`src/rtl/pmod_stand_spi_solo_pkg.sv`:
```
// ---------------------------------------------------------------------------
// pmod_stand_spi_solo_pkg
// Shared definitions for the PmodCLS SPI path: ASCII command constants, the
// screen-sequencer state type, command lengths and the byte-selection helper
// that maps a sequencer position to the byte placed on the SPI byte stream.
// ---------------------------------------------------------------------------
package pmod_stand_spi_solo_pkg;

   localparam logic [7:0] ASCII_ESC      = 8'h1B;
   localparam logic [7:0] ASCII_LBRACKET = 8'h5B;
   localparam logic [7:0] ASCII_ZERO     = 8'h30;
   localparam logic [7:0] ASCII_SEMI     = 8'h3B;
   localparam logic [7:0] ASCII_CLEAR    = 8'h6A;
   localparam logic [7:0] ASCII_CURSOR   = 8'h48;

   localparam int CLS_CLR_LEN = 3;
   localparam int CLS_POS_LEN = 6;

   typedef enum logic [2:0] {
      CLS_IDLE,
      CLS_CLR,
      CLS_POS,
      CLS_DAT,
      CLS_DONE
   } t_cls_seq_state;

   // Byte for (state, row, index); row_char is the shadow character already
   // selected for (row, index) and is only used while sending row text.
   function automatic logic [7:0] cls_seq_byte(input t_cls_seq_state st,
                                               input logic [3:0]     row,
                                               input logic [5:0]     idx,
                                               input logic [7:0]     row_char);
      logic [7:0] b;
      b = 8'h00;
      case (st)
         CLS_CLR: begin
            case (idx)
               6'd0:    b = ASCII_ESC;
               6'd1:    b = ASCII_LBRACKET;
               default: b = ASCII_CLEAR;
            endcase
         end
         CLS_POS: begin
            case (idx)
               6'd0:    b = ASCII_ESC;
               6'd1:    b = ASCII_LBRACKET;
               6'd2:    b = ASCII_ZERO + {4'h0, row};
               6'd3:    b = ASCII_SEMI;
               6'd4:    b = ASCII_ZERO;
               default: b = ASCII_CURSOR;
            endcase
         end
         CLS_DAT: b = row_char;
         default: b = 8'h00;
      endcase
      return b;
   endfunction

endpackage

```
`src/rtl/pmod_cls_screen_sequencer.sv`:
```
// ---------------------------------------------------------------------------
// pmod_cls_screen_sequencer
// Streams a PmodCLS screen update as valid/ready bytes with transaction
// framing: optional clear-display, then per selected row a cursor command
// (ESC[r;0H) followed by the row's LINE_CHARS characters.
// Ports:
//   i_clk_20mhz, i_rst_20mhz    clock, async active-high reset
//   i_update_req                start request (taken only when idle)
//   i_clear_first, i_row_mask,
//   i_lines                     captured with the request
//   o_busy, o_done              sequence status / completion pulse
//   o_tx_byte, o_tx_valid,
//   o_tx_last, i_tx_ready       byte stream to the SPI driver
// ---------------------------------------------------------------------------
module pmod_cls_screen_sequencer
   import pmod_stand_spi_solo_pkg::*;
#(
   parameter int NUM_ROWS   = 2,
   parameter int LINE_CHARS = 16
) (
   input  logic                           i_clk_20mhz,
   input  logic                           i_rst_20mhz,
   input  logic                           i_update_req,
   input  logic                           i_clear_first,
   input  logic [NUM_ROWS-1:0]            i_row_mask,
   input  logic [NUM_ROWS*LINE_CHARS*8-1:0] i_lines,
   output logic                           o_busy,
   output logic                           o_done,
   output logic [7:0]                     o_tx_byte,
   output logic                           o_tx_valid,
   input  logic                           i_tx_ready,
   output logic                           o_tx_last
);

   localparam int IDX_W = $clog2((LINE_CHARS > 6) ? LINE_CHARS : 6);
   localparam int RW    = (NUM_ROWS > 1) ? $clog2(NUM_ROWS) : 1;

   localparam logic [IDX_W-1:0] CLR_LAST = IDX_W'(CLS_CLR_LEN - 1);
   localparam logic [IDX_W-1:0] POS_LAST = IDX_W'(CLS_POS_LEN - 1);
   localparam logic [IDX_W-1:0] DAT_LAST = IDX_W'(LINE_CHARS - 1);

   t_cls_seq_state       state, state_nxt;
   logic [IDX_W-1:0]     idx;
   logic [RW-1:0]        row;
   logic [NUM_ROWS-1:0]  rem_mask;
   logic [7:0]           sh_chars [NUM_ROWS][LINE_CHARS];

   logic                 slot_free, load, seg_end, capture;
   logic [RW:0]          req_pick, rem_pick;
   logic [7:0]           tx_byte_nxt;

   // {found, row} of the lowest set bit; lets the scan skip unselected rows
   // without spending cycles on them.
   function automatic logic [RW:0] lowest_set(input logic [NUM_ROWS-1:0] m);
      logic [RW:0] r;
      r = '0;
      for (int i = NUM_ROWS - 1; i >= 0; i--) begin
         if (m[i]) r = {1'b1, RW'(i)};
      end
      return r;
   endfunction

   assign req_pick    = lowest_set(i_row_mask);
   assign rem_pick    = lowest_set(rem_mask);
   // Output register can take a new byte when empty or being drained now.
   assign slot_free   = !o_tx_valid || i_tx_ready;
   assign tx_byte_nxt = cls_seq_byte(state, 4'(row), 6'(idx), sh_chars[row][idx]);

   always_comb begin
      state_nxt = state;
      load      = 1'b0;
      seg_end   = 1'b0;
      capture   = 1'b0;
      case (state)
         CLS_IDLE: begin
            // o_done marks the last busy cycle; a request then is ignored.
            if (i_update_req && !o_done) begin
               capture = 1'b1;
               if (i_clear_first)    state_nxt = CLS_CLR;
               else if (req_pick[RW]) state_nxt = CLS_POS;
               else                  state_nxt = CLS_DONE;
            end
         end
         CLS_CLR: begin
            if (slot_free) begin
               load = 1'b1;
               if (idx == CLR_LAST) begin
                  seg_end   = 1'b1;
                  state_nxt = rem_pick[RW] ? CLS_POS : CLS_DONE;
               end
            end
         end
         CLS_POS: begin
            if (slot_free) begin
               load = 1'b1;
               if (idx == POS_LAST) begin
                  seg_end   = 1'b1;
                  state_nxt = CLS_DAT;
               end
            end
         end
         CLS_DAT: begin
            if (slot_free) begin
               load = 1'b1;
               if (idx == DAT_LAST) begin
                  seg_end   = 1'b1;
                  state_nxt = rem_pick[RW] ? CLS_POS : CLS_DONE;
               end
            end
         end
         CLS_DONE: begin
            if (slot_free) state_nxt = CLS_IDLE;
         end
         default: state_nxt = CLS_IDLE;
      endcase
   end

   always_ff @(posedge i_clk_20mhz or posedge i_rst_20mhz) begin
      if (i_rst_20mhz) begin
         state      <= CLS_IDLE;
         idx        <= '0;
         row        <= '0;
         rem_mask   <= '0;
         o_busy     <= 1'b0;
         o_done     <= 1'b0;
         o_tx_byte  <= 8'h00;
         o_tx_valid <= 1'b0;
         o_tx_last  <= 1'b0;
         for (int r = 0; r < NUM_ROWS; r++)
            for (int c = 0; c < LINE_CHARS; c++)
               sh_chars[r][c] <= 8'h00;
      end else begin
         state <= state_nxt;

         if (state_nxt != state) idx <= '0;
         else if (load)          idx <= idx + 1'b1;

         if (capture) begin
            for (int r = 0; r < NUM_ROWS; r++)
               for (int c = 0; c < LINE_CHARS; c++)
                  sh_chars[r][c] <= i_lines[((NUM_ROWS-1-r)*LINE_CHARS + (LINE_CHARS-1-c))*8 +: 8];
            if (i_clear_first) begin
               rem_mask <= i_row_mask;
            end else begin
               row      <= req_pick[RW-1:0];
               rem_mask <= i_row_mask & ~(NUM_ROWS'(1) << req_pick[RW-1:0]);
            end
         end else if (load && seg_end && (state != CLS_POS) && rem_pick[RW]) begin
            // Leaving CLR or a row's text: claim the next selected row.
            row      <= rem_pick[RW-1:0];
            rem_mask <= rem_mask & ~(NUM_ROWS'(1) << rem_pick[RW-1:0]);
         end

         if (load) begin
            o_tx_valid <= 1'b1;
            o_tx_byte  <= tx_byte_nxt;
            o_tx_last  <= seg_end;
         end else if (state == CLS_DONE && slot_free) begin
            o_tx_valid <= 1'b0;
            o_tx_last  <= 1'b0;
            o_done     <= 1'b1;
         end

         if (state == CLS_IDLE) begin
            o_done <= 1'b0;
            o_busy <= capture;
         end
      end
   end

endmodule

```
`config.mk`:
```
export PLATFORM = sky130hd
export DESIGN_NAME = pmod_cls_screen_sequencer
export DESIGN_NICKNAME = d
export VERILOG_FILES = /design/src/rtl/pmod_stand_spi_solo_pkg.sv /design/src/rtl/pmod_cls_screen_sequencer.sv
export SDC_FILE = /design/constraint.sdc
export NUM_CORES = 1
export LEC_CHECK = 0
export BUFFER_PORTS_ARGS = -buffer_cell sky130_fd_sc_hd__clkbuf_2
export CORE_UTILIZATION = 57
export CTS_BUF_LIST = sky130_fd_sc_hd__clkbuf_2
export DETAILED_ROUTE_END_ITERATION = 8
export HOLD_SLACK_MARGIN = 0.12
export PLACE_DENSITY = 0.83
export SYNTH_ARGS = -nofsm -noshare
export SYNTH_HDL_FRONTEND = slang
export SYNTH_SLANG_ARGS = --single-unit
```
`constraint.sdc`:
```
create_clock -name i_clk_20mhz -period 11.45 [get_ports i_clk_20mhz]
set_input_delay 1.7175 -clock i_clk_20mhz [delete_from_list [all_inputs] [get_ports i_clk_20mhz]]
set_output_delay 1.7175 -clock i_clk_20mhz [all_outputs]
set_load 0.02 [all_outputs]
```
# Word level (Yosys, flattened, before mapping)
# Index checks and enable logic that the tools add are counted.
[classes] n_lt_le_gt_ge=2 n_addsub=2 mux=50 div=0 n_mul=0 n_eq_ne=14 bitwise_logic=6 n_shift=2 reduce_logical=17
[ops] op="128-bit 2-to-1 mux" n=3
[ops] op="7-bit case mux with 5 select lines" n=1
[ops] op="3-bit 2-to-1 mux" n=11
[ops] op="8-bit binary-select mux with 4-bit select" n=1
[ops] op="8-bit case mux with 3 select lines" n=1
[ops] op="1-bit 2-to-1 mux" n=19
[ops] op="8-bit 2-to-1 mux" n=2
[ops] op="3-bit case mux with 5 select lines" n=1
[ops] op="2-bit 2-to-1 mux" n=7
[ops] op="7-bit case mux with 2 select lines" n=1
[ops] op="4-bit by 2-bit == test with 1-bit output, second input constant" n=2
[ops] op="4-bit by 3-bit == test with 1-bit output, second input constant" n=2
[ops] op="4-bit 2-to-1 mux" n=2
[ops] op="2-bit nonzero test" n=4
[ops] op="6-bit by 1-bit adder with 7-bit output, first input constant" n=1
[ops] op="3-bit by 2-bit == test with 1-bit output, second input constant" n=2
[ops] op="5-bit greater-or-equal comparator, second input constant" n=1
[ops] op="1-bit logical AND" n=5
[ops] op="4-bit inverter with 5-bit output" n=1
[ops] op="4-bit by 1-bit adder with 4-bit output, second input constant" n=1
[ops] op="2-bit AND" n=2
[ops] op="4-bit by 1-bit == test with 1-bit output, second input constant" n=1
[ops] op="4-bit == test, second input constant" n=1
[ops] op="4-bit zero test" n=1
[ops] op="16 further kinds" n=20
[totals] wordCells=134 n_memories=0 romBits=0 latch_bits=0 input_bits=263 ramBits=0 ff_bits=278 output_inout_bits=12

# Depth between registers and ports, before layout
[logic_depth] word_depth=9 depth_mapped=10 depth_no_buf=7

# Worst setup path before layout
# No wires, ideal clock.
[synth_path] path_type="input -> register" start="in i_update_req" end="reg row" slack_ps=8171 path_stages=5 arrival_time_ps=3155 setup_time_ps=125 path_buffers=1 cell_sequence="or3b_2 or3_1 buf_2 o22ai_1 mux2_2"
[synth_via] elab_chain_len=5 word_cells_on_any_way=7 classes_between="eq/ne: 1; mux: 3; reduce/logical: 3"
[synth_lines] item="start, declared" line="pmod_cls_screen_sequencer.sv:23" rtl="input logic i_update_req,"
[synth_lines] item="1-bit logical AND (*)" line="pmod_cls_screen_sequencer.sv:77" rtl="if (i_update_req && !o_done) begin"
[synth_lines] item="1-bit 2-to-1 mux (*)" line="pmod_cls_screen_sequencer.sv:77"
[synth_lines] item="1-bit 2-to-1 mux (*)" line="pmod_cls_screen_sequencer.sv:74" rtl="case (state)"
[synth_lines] item="2-bit != test (no line) / 2-bit nonzero test (equally long branches)"
[synth_lines] item="2-bit AND reduction (no line)"
[synth_lines] item="end signal, assigned" line="pmod_cls_screen_sequencer.sv:145" rtl="row <= req_pick[RW-1:0];"
[synth_lines] item="end signal, assigned" line="pmod_cls_screen_sequencer.sv:150" rtl="row <= rem_pick[RW-1:0];"
[synth_lines] item="end, declared" line="pmod_cls_screen_sequencer.sv:44" rtl="logic [RW-1:0] row;"
# Every way passes the cells marked *; elsewhere a longest branch is shown, timed or not.
# A chain may end at the register's enable or synchronous reset.

# Final worst setup path
[layout_path] start="in i_update_req" end="reg sh_chars[219] (netlist bit)"
[layout_via] elab_chain_len=3
[layout_lines] item="1-bit logical AND" line="pmod_cls_screen_sequencer.sv:77"
[layout_lines] item="1-bit 2-to-1 mux" line="pmod_cls_screen_sequencer.sv:77"
[layout_lines] item="1-bit 2-to-1 mux" line="pmod_cls_screen_sequencer.sv:74"
[layout_lines] item="end signal, assigned by index" line="pmod_cls_screen_sequencer.sv:141" rtl="sh_chars[r][c] <= i_lines[((NUM_ROWS-1-r)*LINE_CHARS + (LINE_CHARS-1-c))*8 +: 8];"
[layout_lines] item="end, declared" line="pmod_cls_screen_sequencer.sv:46" rtl="logic [7:0] sh_chars [NUM_ROWS][LINE_CHARS];"
# No other way between the ends.

==> metrics.txt <==
# TYPE chip_impl_metric gauge
chip_impl_metric{name="initial_core_util",unit=""} 0.581
chip_impl_metric{name="drt_iter0_markers",unit=""} 970
chip_impl_info{name="critical_path_sink_type",value="register"} 1
chip_impl_metric{name="io_buffers",unit=""} 274
chip_impl_metric{name="groute.usage.overall",unit=""} 0.303
chip_impl_metric{name="timing_worst_slew_pin_value",unit="ns"} 1.12
chip_impl_metric{name="power",unit="mW"} 3.85
chip_impl_metric{name="maxSlewViolCount",unit=""} 0
chip_impl_metric{name="num_vias",unit=""} 10973
chip_impl_metric{name="placed_cell_area",unit="sq mm"} 0.0145
chip_impl_metric{name="netlist_instances",unit=""} 1420
chip_impl_metric{name="clock_latency",unit="ns"} 0.87
chip_impl_metric{name="dpl.hpwl",unit="um"} 23200
chip_impl_metric{name="cts_num_sinks",unit=""} 278
chip_impl_metric{name="fin_setup_tns",unit="ns"} 0
chip_impl_metric{name="utilization",unit=""} 0.668
chip_impl_info{name="path_cells",value="clkbuf_2 > or3b_2 > nor3_4 > buf_4 > buf_4 > nand2_1 > nand2_1"} 1
chip_impl_info{name="synth_area_leaders",value="dfrtp_1, nand2_1, mux4_2, mux2i_1, buf_2"} 1
chip_impl_metric{name="area_delta_synth_final",unit="%"} 15.1
chip_impl_info{name="outcome",value="complete, no violations"} 1
chip_impl_metric{name="number_of_cts_inserted_buffers",unit=""} 73
chip_impl_metric{name="clock.fmax",unit="MHz"} 269
chip_impl_metric{name="die_height",unit="um"} 154
chip_impl_metric{name="power.static_leakage",unit="nW"} 8.17
chip_impl_metric{name="cts_htree_levels",unit=""} 3
chip_impl_info{name="clock_tree.root_cell",value="clkbuf_2"} 1
chip_impl_info{name="worst_setup_path_start_kind",value="primary input"} 1
chip_impl_metric{name="drt-wirelength-per-cell",unit="um"} 16.9
chip_impl_metric{name="asr_flop_ratio_synth",unit=""} 1.00
chip_impl_metric{name="first_global_vias",unit=""} 11235
chip_impl_info{name="setup.worst_path.class",value="in2reg"} 1
chip_impl_metric{name="number_of_nets_produced_by_synthesis",unit=""} 1687
chip_impl_metric{name="drtAntennaViolNets",unit=""} 0
chip_impl_metric{name="worst_ep_arrival_time",unit="ns"} 4.52
chip_impl_info{name="most_common_cell_after_layout_fill_and_taps_aside",value="nand2_1"} 1
chip_impl_metric{name="vdd_ir_drop_max",unit="uV"} 110
chip_impl_metric{name="core_area",unit="sq mm"} 0.0226
chip_impl_info{name="dominantRegCellSynth",value="dfrtp_1"} 1
chip_impl_metric{name="finalSetupViolCount",unit=""} 0
chip_impl_metric{name="worst_ep_required_time",unit="ns"} 12.25
chip_impl_metric{name="post-cts-setup-buffer-count",unit=""} 0
chip_impl_metric{name="post_cts_hold_buffer_count",unit=""} 0
chip_impl_metric{name="first_drt_pass_iteration_count",unit=""} 5
chip_impl_metric{name="wl",unit="um"} 34300
chip_impl_metric{name="ys_seq_area_frac",unit=""} 0.531
chip_impl_metric{name="critPathMaxFanout",unit=""} 109
chip_impl_metric{name="power_frac_seq",unit=""} 0.463
chip_impl_info{name="worst_min_path_class",value="reg2reg"} 1
chip_impl_metric{name="die_x_extent",unit="um"} 154
chip_impl_metric{name="row_count",unit=""} 55
chip_impl_info{name="most_frequent_cells_in_the_layout",value="nand2_1, clkbuf_2, dfrtp_1, mux4_2, mux2i_1"} 1
chip_impl_info{name="cpMaxStageDelayCell",value="buf_4"} 1
chip_impl_metric{name="synth.avg_cell_area",unit="sq um"} 9.23
chip_impl_info{name="tritoncts",value="built"} 1
chip_impl_metric{name="power_report.internal_total",unit="mW"} 2.37
chip_impl_metric{name="synth-seq-cells",unit=""} 278
chip_impl_metric{name="cts_repair_resize_count",unit=""} 0
chip_impl_metric{name="grt-ovfl-total",unit=""} 0
chip_impl_metric{name="fp.dieArea",unit="sq mm"} 0.0236
chip_impl_metric{name="post_route_non_filler_standard_cell_count",unit=""} 2022
chip_impl_metric{name="yosys_warnings",unit=""} 0
chip_impl_metric{name="count_of_unresolved_drc_violations_after_routing",unit=""} 0
chip_impl_metric{name="global_route_wire_length_before_repair",unit="um"} 55900
chip_impl_metric{name="place_congestion",unit=""} 0.914
chip_impl_metric{name="max_stage_delay",unit="ns"} 0.83
chip_impl_metric{name="clk_buf_depth",unit=""} 3
chip_impl_metric{name="final_area",unit="sq mm"} 0.0151
chip_impl_info{name="synthDominantAreaCellType",value="dfrtp_1"} 1
chip_impl_metric{name="worst_setup_hold_path_clk_slew",unit="ns"} 0.09
chip_impl_info{name="grt_setup_unrepaired",value="no"} 1
chip_impl_metric{name="share_clk_of_total_power",unit=""} 0.176
chip_impl_metric{name="layout_worst_path_cycle_share",unit=""} 0.325
chip_impl_metric{name="cap_viol_max_count",unit=""} 0
chip_impl_metric{name="place_inst",unit=""} 1901
chip_impl_metric{name="p_sw",unit="mW"} 1.49
chip_impl_metric{name="vias_per_cell",unit=""} 5.43
chip_impl_metric{name="timing.final.crit_period",unit="ns"} 3.72
chip_impl_metric{name="post_synth_num_cell_types",unit=""} 53
chip_impl_metric{name="timing.final.hold_violations",unit=""} 0
chip_impl_metric{name="post_synth_instance_area",unit="sq mm"} 0.0131
chip_impl_metric{name="timing.slew.headroom",unit=""} 0.250
chip_impl_metric{name="power.switching_fraction",unit=""} 0.385
chip_impl_metric{name="yosys.area.top_type_share",unit=""} 0.531
chip_impl_metric{name="io_pins",unit=""} 275
chip_impl_metric{name="power_frac_comb",unit=""} 0.361
chip_impl_metric{name="fraction_of_layout_cells_with_a_size_suffix_above_1",unit=""} 0.264
chip_impl_metric{name="fin_skew",unit="ns"} 0.0763
chip_impl_metric{name="maximum_number_of_pins_on_one_net_before_global_route_repair",unit=""} 152
chip_impl_metric{name="num-nets-final",unit=""} 1958
chip_impl_metric{name="cellPowerDensity",unit="mW/mm^2"} 256
chip_impl_metric{name="initial_antenna_violation_count",unit=""} 3
chip_impl_metric{name="synth-edff-count",unit=""} 0
==> power by group through the flow <==
| stage | registers [mW] | clock network [mW] | logic [mW] |
|---|---|---|---|
| 3_5_place_dp | 1.80 | 0 | 1.39 |
| 2_1_floorplan | 1.67 | 0 | 1.08 |
| 5_1_grt | 1.84 | 0.740 | 1.55 |
| 6_report | 1.78 | 0.677 | 1.39 |
| 4_1_cts | 1.78 | 0.693 | 1.40 |
| 3_3_place_gp | 1.77 | 0 | 1.35 |
==> logic make-up (layout without fill, tap and decap cells) <==
family | Yosys count | after routing | share of synthesized area
XOR/XNOR | 3 | 3 | 0.00200
flip-flops | 278 | 278 | 0.531
AO/OA/AOI/OAI | 87 | 87 | 0.0457
adder cells (fa/ha/maj) | 4 | 4 | 0.00382
AND/OR/NAND/NOR | 875 | 875 | 0.263
other | 0 | 2 | 0
multiplexers | 79 | 79 | 0.115
buffers and inverters | 94 | 409 | 0.0400
==> synth_stat cells (5+ instances only) <==
cell type and n:
nand4_1 5, nand2_1 789, mux4_1 5, buf_6 13
mux4_2 51, mux2i_1 22, inv_1 7, o211ai_1 8
nand2b_1 6, buf_2 35, a31oi_1 6, buf_4 8
nor2_1 21, dfrtp_1 278, and3_1 8, clkbuf_1 29
o21ai_0 15, nor3_1 7, a21oi_1 13, a22oi_1 14
nor2b_1 9, nand3_1 13
==> metrics by stage <==
stage          hold slack [ns]  setup WS, ns
6_report                 0.475          7.73
3_5_place_dp             0.458          6.99
2_1_floorplan            0.437          2.07
5_1_grt                  0.499          7.57
3_3_place_gp             0.450          7.08
4_1_cts                  0.479          7.85
==> metal layers <==
metal,routed length (um),vias up,part of all wire,global-route usage
li1,-,5210,-,-
met1,14400,5240,0.42,0.408
met2,16400,433,0.48,0.481
met3,2290,88,0.067,0.0617
met4,1170,2,0.034,0.136
met5,11,-,0.00032,0
==> sequential cells by signal, indices dropped and copies added (netlist names), 2 cells and up <==
register,flops
o_tx_byte,8
rem_mask,2
state,3
sh_chars,256
idx,4
==> layout make-up <==
class / instances / area, sq um
clock buffers: 104 / 520
clock inverters: 15 / 111
multi-input cells: 1048 / 5640
repair buffers: 283 / 1450
well taps: 285 / 357
flip-flops and latches: 278 / 6970
fillers: 1873 / 7480
diodes: 2 / 5.00
inverters: 7 / 33.8
==> critical path, delay by kind of cell <==
family                 cells  cell delay (ns)
and+or+nand+nor            4             1.44
buffers and inverters      3             1.27
==> path summary, 6_finish.rpt <==
path / slack [ns] / startpoint / depth (start not counted) / to
setup reg to reg: 8.01 / state[0] / 6 / sh_chars[219]
setup / recovery: 7.73 / i_update_req / 7 / sh_chars[219]
hold / removal: 0.48 / sh_chars[83] / 2 / sh_chars[83]
max in group asynchronous: 9.03 / i_rst_20mhz / 3 / sh_chars[215]
min in group asynchronous: 0.98 / i_rst_20mhz / 2 / sh_chars[46]
hold reg to reg: 0.48 / sh_chars[83] / 2 / sh_chars[83]
Note: power is estimated with default switching activity, not from simulation.
